**src/rtl/pulse_period_meter_if.sv**
```systemverilog
// Signal bundle between a tick-pulse source and the period meter.
// The meter sits on the slave side; the pulse source and monitor sit on the master side.
interface pulse_period_meter_if #(
  parameter int unsigned CNT_W = 26
);
  logic             pulse_in;
  logic [CNT_W-1:0] period;
  logic             period_valid;
  logic             is_fast;
  logic             timeout;
  logic             measuring;

  modport master (
    output pulse_in,
    input  period,
    input  period_valid,
    input  is_fast,
    input  timeout,
    input  measuring
  );

  modport slave (
    input  pulse_in,
    output period,
    output period_valid,
    output is_fast,
    output timeout,
    output measuring
  );
endinterface

```
**src/rtl/pulse_period_meter.sv**
```systemverilog
// Measures clk-cycle spacing between tick pulses, classifies each period as fast/slow
// and flags a timeout when no pulse arrives within TIMEOUT cycles.
module pulse_period_meter #(
  parameter int unsigned CNT_W    = 26,
  parameter int unsigned FAST_MAX = 5000000,
  parameter int unsigned TIMEOUT  = 50000000
) (
  input  logic                 clk,
  input  logic                 rst,
  pulse_period_meter_if.slave  bus_io
);

  localparam logic [CNT_W-1:0] FastMaxCnt = CNT_W'(FAST_MAX);
  localparam logic [CNT_W-1:0] TimeoutCnt = CNT_W'(TIMEOUT);
  localparam logic [CNT_W-1:0] CntOne     = CNT_W'(1);

  typedef enum logic [0:0] {StIdle, StMeasure} state_e;

  state_e           state_q;
  logic [CNT_W-1:0] cnt_q;
  logic [CNT_W-1:0] period_q;
  logic             period_valid_q;
  logic             is_fast_q;
  logic             timeout_q;
  logic             measuring_q;

  always_ff @(posedge clk) begin
    if (rst) begin
      state_q        <= StIdle;
      cnt_q          <= '0;
      period_q       <= '0;
      period_valid_q <= 1'b0;
      is_fast_q      <= 1'b0;
      timeout_q      <= 1'b0;
      measuring_q    <= 1'b0;
    end else begin
      period_valid_q <= 1'b0;
      timeout_q      <= 1'b0;
      unique case (state_q)
        StIdle: begin
          cnt_q <= '0;
          if (bus_io.pulse_in) begin
            state_q     <= StMeasure;
            cnt_q       <= CntOne;
            measuring_q <= 1'b1;
          end
        end
        StMeasure: begin
          // A pulse on the terminal count still wins over the timeout.
          if (bus_io.pulse_in) begin
            period_q       <= cnt_q;
            is_fast_q      <= (cnt_q <= FastMaxCnt);
            period_valid_q <= 1'b1;
            cnt_q          <= CntOne;
          end else if (cnt_q == TimeoutCnt) begin
            timeout_q   <= 1'b1;
            cnt_q       <= '0;
            state_q     <= StIdle;
            measuring_q <= 1'b0;
          end else begin
            cnt_q <= cnt_q + CntOne;
          end
        end
      endcase
    end
  end

  assign bus_io.period       = period_q;
  assign bus_io.period_valid = period_valid_q;
  assign bus_io.is_fast      = is_fast_q;
  assign bus_io.timeout      = timeout_q;
  assign bus_io.measuring    = measuring_q;

endmodule

```
**src/flat_wrapper.sv**
```systemverilog
// flat-port wrapper written by rule: the top's interface ports become plain ports
module pulse_period_meter_flat 
#(
  parameter int unsigned CNT_W    = 26,
  parameter int unsigned FAST_MAX = 5000000,
  parameter int unsigned TIMEOUT  = 50000000
)
  (clk, rst, bus_io_pulse_in, bus_io_period, bus_io_period_valid, bus_io_is_fast, bus_io_timeout, bus_io_measuring);
  pulse_period_meter_if #(.CNT_W(CNT_W)) bus_io_i ();
  input  logic clk;
  input  logic rst;
  input wire logic [$bits(bus_io_i.pulse_in)-1:0] bus_io_pulse_in;
  output wire logic [$bits(bus_io_i.period)-1:0] bus_io_period;
  output wire logic [$bits(bus_io_i.period_valid)-1:0] bus_io_period_valid;
  output wire logic [$bits(bus_io_i.is_fast)-1:0] bus_io_is_fast;
  output wire logic [$bits(bus_io_i.timeout)-1:0] bus_io_timeout;
  output wire logic [$bits(bus_io_i.measuring)-1:0] bus_io_measuring;
  assign bus_io_i.pulse_in = bus_io_pulse_in;
  assign bus_io_period = bus_io_i.period;
  assign bus_io_period_valid = bus_io_i.period_valid;
  assign bus_io_is_fast = bus_io_i.is_fast;
  assign bus_io_timeout = bus_io_i.timeout;
  assign bus_io_measuring = bus_io_i.measuring;
  pulse_period_meter #(.CNT_W(CNT_W), .FAST_MAX(FAST_MAX), .TIMEOUT(TIMEOUT)) u_core (.clk(clk), .rst(rst), .bus_io(bus_io_i));
endmodule
```
**config.mk**
```make
export PLATFORM = sky130hd
export DESIGN_NAME = pulse_period_meter_flat
export DESIGN_NICKNAME = d
export VERILOG_FILES = /design/src/rtl/pulse_period_meter_if.sv /design/src/rtl/pulse_period_meter.sv /design/src/flat_wrapper.sv
export SDC_FILE = /design/constraint.sdc
export NUM_CORES = 1
export LEC_CHECK = 0
export ABC_CLOCK_PERIOD_IN_PS = 2100
export CAP_MARGIN = 20
export CORE_UTILIZATION = 44
export CTS_BUF_LIST = sky130_fd_sc_hd__clkbuf_4
export DETAILED_ROUTE_END_ITERATION = 8
export PLACE_DENSITY = 0.66
export SLEW_MARGIN = 20
export SYNTH_ARGS = -nofsm -noshare
export SYNTH_HDL_FRONTEND = slang
export SYNTH_SLANG_ARGS = --single-unit
```
**constraint.sdc**
```tcl
create_clock -name clk -period 2.1 [get_ports clk]
set_input_delay 0.315 -clock clk [delete_from_list [all_inputs] [get_ports clk]]
set_output_delay 0.315 -clock clk [all_outputs]
set_load 0.05 [all_outputs]
```
==> reports/qor.csv <==
metric,value,unit
grt_pass1_wl,9360,um
leakage,0.00103,uW
fp-row-count,27,
setup_viol,0,
syn_nets,304,
routed_wl,5500,um
fin_crit,1.88,ns
yosysSeqAreaShare,0.456,
cts_tree,yes,
yosysUniqueCellTypes,39,
place_hpwl,3820,um
grt.total_usage,0.200,
hp-start,u_core.bus_io.period[15],
vias,2226,
rsz0062_at_grt,false,
hold_class,register to register,
whs,0.459,ns
die_area,5990,um^2
die_x,77.4,um
synth_edf_count,0,
first_iter_violations,158,
antenna_found_initial,0,
wl_per_cell,13.4,um
via_per_inst,5.42,
fin_nets,339,
hold_violations,0,
ys_async_sr_fraction,0,
start_util,0.454,
peakVddDrop,0.000461,V
cts_resized,0,
io_buffers,32,
synthCells,299,
gp_congestion,0.841,
cp.required,2.42,ns
gr-total-overflow,0,
numCtsBuffers,9,
drtPass1Iterations,4,
grt_pass1_vias,1967,
slew_headroom,0.664,
cts.root.buffer_cell,clkbuf_4,
grt_max_degree,31,
synth_seq_cells,57,
finClkSkew,0.0135,ns
slew_viol_final,0,
clk_pin_slew,0.11,ns
pin_count,33,
drcViolationCount,0,
critPathKind,register to register,
status,finished clean,
cts_buffer_depth,2,
layout-drive-gt1-share,0.106,
crit_path_start_kind,register,
nFillCells,511,
reg2reg_from,u_core.cnt_q[2],
synth_flop_cell,dfxtp_1,
fin_crit_sh,0.893,
postRouteAntennaNets,0,
synth_warnings,0,
num_antenna_cells,0,
hold_buffers,0,
syn-cell-area,2500,um^2
utilization,0.562,
h-tree-depth,3,
final_common_cell,nand2_1,
syn_avg_cell_area,8.36,um^2
tightest_slew,0.503,ns
cts_setup_buffers,0,
coreArea,5510,um^2
p_per_area,726,nW/um^2
drv_cap,0,
mostFrequentLayoutCells,"64 x nand2_1, 57 x dfxtp_1, 32 x clkdlybuf4s50_1",
clock-sinks,57,
finalSetupTns,0,ns
crit_path_max_fanout,9,
clk_latency,0.39,ns
cp-end-kind,register,
areaGrowthSynthToFinish,23.8,%
die_h,77.4,um
worstPathArrival,2.20,ns
cp-startpoint,u_core.cnt_q[2],
clock.fmax,0.533,GHz
## worst paths after layout
kind,endpoint,slack [ns],depth (start not counted)
setup / recovery,u_core.cnt_q[25],0.22,4
hold / removal,u_core.bus_io.period[15],0.46,2
setup reg to reg,u_core.cnt_q[25],0.22,4
hold reg to reg,u_core.bus_io.period[15],0.46,2
## logic make-up (layout without fill, tap and decap cells)
family | count (synthesis) | count (layout) | share of synthesized area
flip-flops | 57 | 57 | 0.456
AO/OA/AOI/OAI | 60 | 60 | 0.149
XOR/XNOR | 12 | 12 | 0.0420
AND/OR/NAND/NOR | 141 | 141 | 0.292
adder cells (fa/ha/maj) | 2 | 2 | 0.0100
buffers and inverters | 27 | 67 | 0.0510
## final cells by class
type                    instances  area [um^2]  share of cell area
multi-input cells             215         1230               0.398
clock buffers                  10         75.1              0.0243
well taps                      72         90.1              0.0291
inverters                       3         11.3             0.00364
flip-flops and latches         57         1140               0.369
clock inverters                 6          106              0.0344
repair buffers                 48          440               0.142
## synth_stat cells (2+ instances only)
cell / instances / area, um^2
nand3_1: 12 / 60.1
or3_1: 12 / 75.1
and4_1: 5 / 43.8
nand4_1: 8 / 50.1
nand2_1: 64 / 240
and3_1: 5 / 31.3
ha_1: 2 / 25.0
nor2b_1: 3 / 18.8
inv_1: 3 / 11.3
nor3_1: 15 / 75.1
dfxtp_1: 57 / 1140
nor2_1: 2 / 7.51
and2_1: 3 / 18.8
a211oi_1: 11 / 82.6
o31ai_1: 2 / 15.0
xor2_1: 8 / 70.1
xnor2_1: 4 / 35.0
o21ai_0: 14 / 70.1
buf_1: 2 / 7.51
clkbuf_1: 12 / 45.0
nor3b_1: 2 / 15.0
buf_4: 3 / 22.5
nor4_1: 4 / 25.0
buf_2: 5 / 25.0
a21oi_1: 27 / 135
## per-stage QoR
stage	setup slack, ns	instance area, um^2	total power, uW	cells
finish	0.224	3100	2250	411
global route	0.114	3100	2330	411
CTS	0.198	3100	2270	411
detailed placement	0.277	2910	1250	395
global placement	0.315	2910	1250	395
floorplan	0.380	2500	1200	299
## where the power goes
group	leakage, uW	internal, uW	switching (uW)
clock network	0.0000940	611	417
registers	0.000460	1090	7.24
logic	0.000477	37.9	85.0
## layer usage
layer | wire, um | track usage | vias to the layer above
met5 | 0 | 0 | -
met4 | 108 | 0.109 | 0
met3 | 231 | 0.0365 | 12
met2 | 2510 | 0.303 | 35
met1 | 2650 | 0.269 | 1041
li1 | - | - | 1138
## sequential cells by signal (all words and copies together), names as in the netlist
name,count
u_core.bus_io.measuring,1
u_core.cnt_q,26
u_core.bus_io.timeout,1
u_core.bus_io.is_fast,1
u_core.bus_io.period_valid,1
u_core.bus_io.period,26
u_core.state_q,1
## critical path, cell delays in order, from the launching register on
cell and delay [ns]:
dfxtp_1 0.50, and3_1 0.34, nand2_1 0.20, or4_4 0.55, a211oi_2 0.21
No activity file was read; power rests on OpenSTA's default activity.
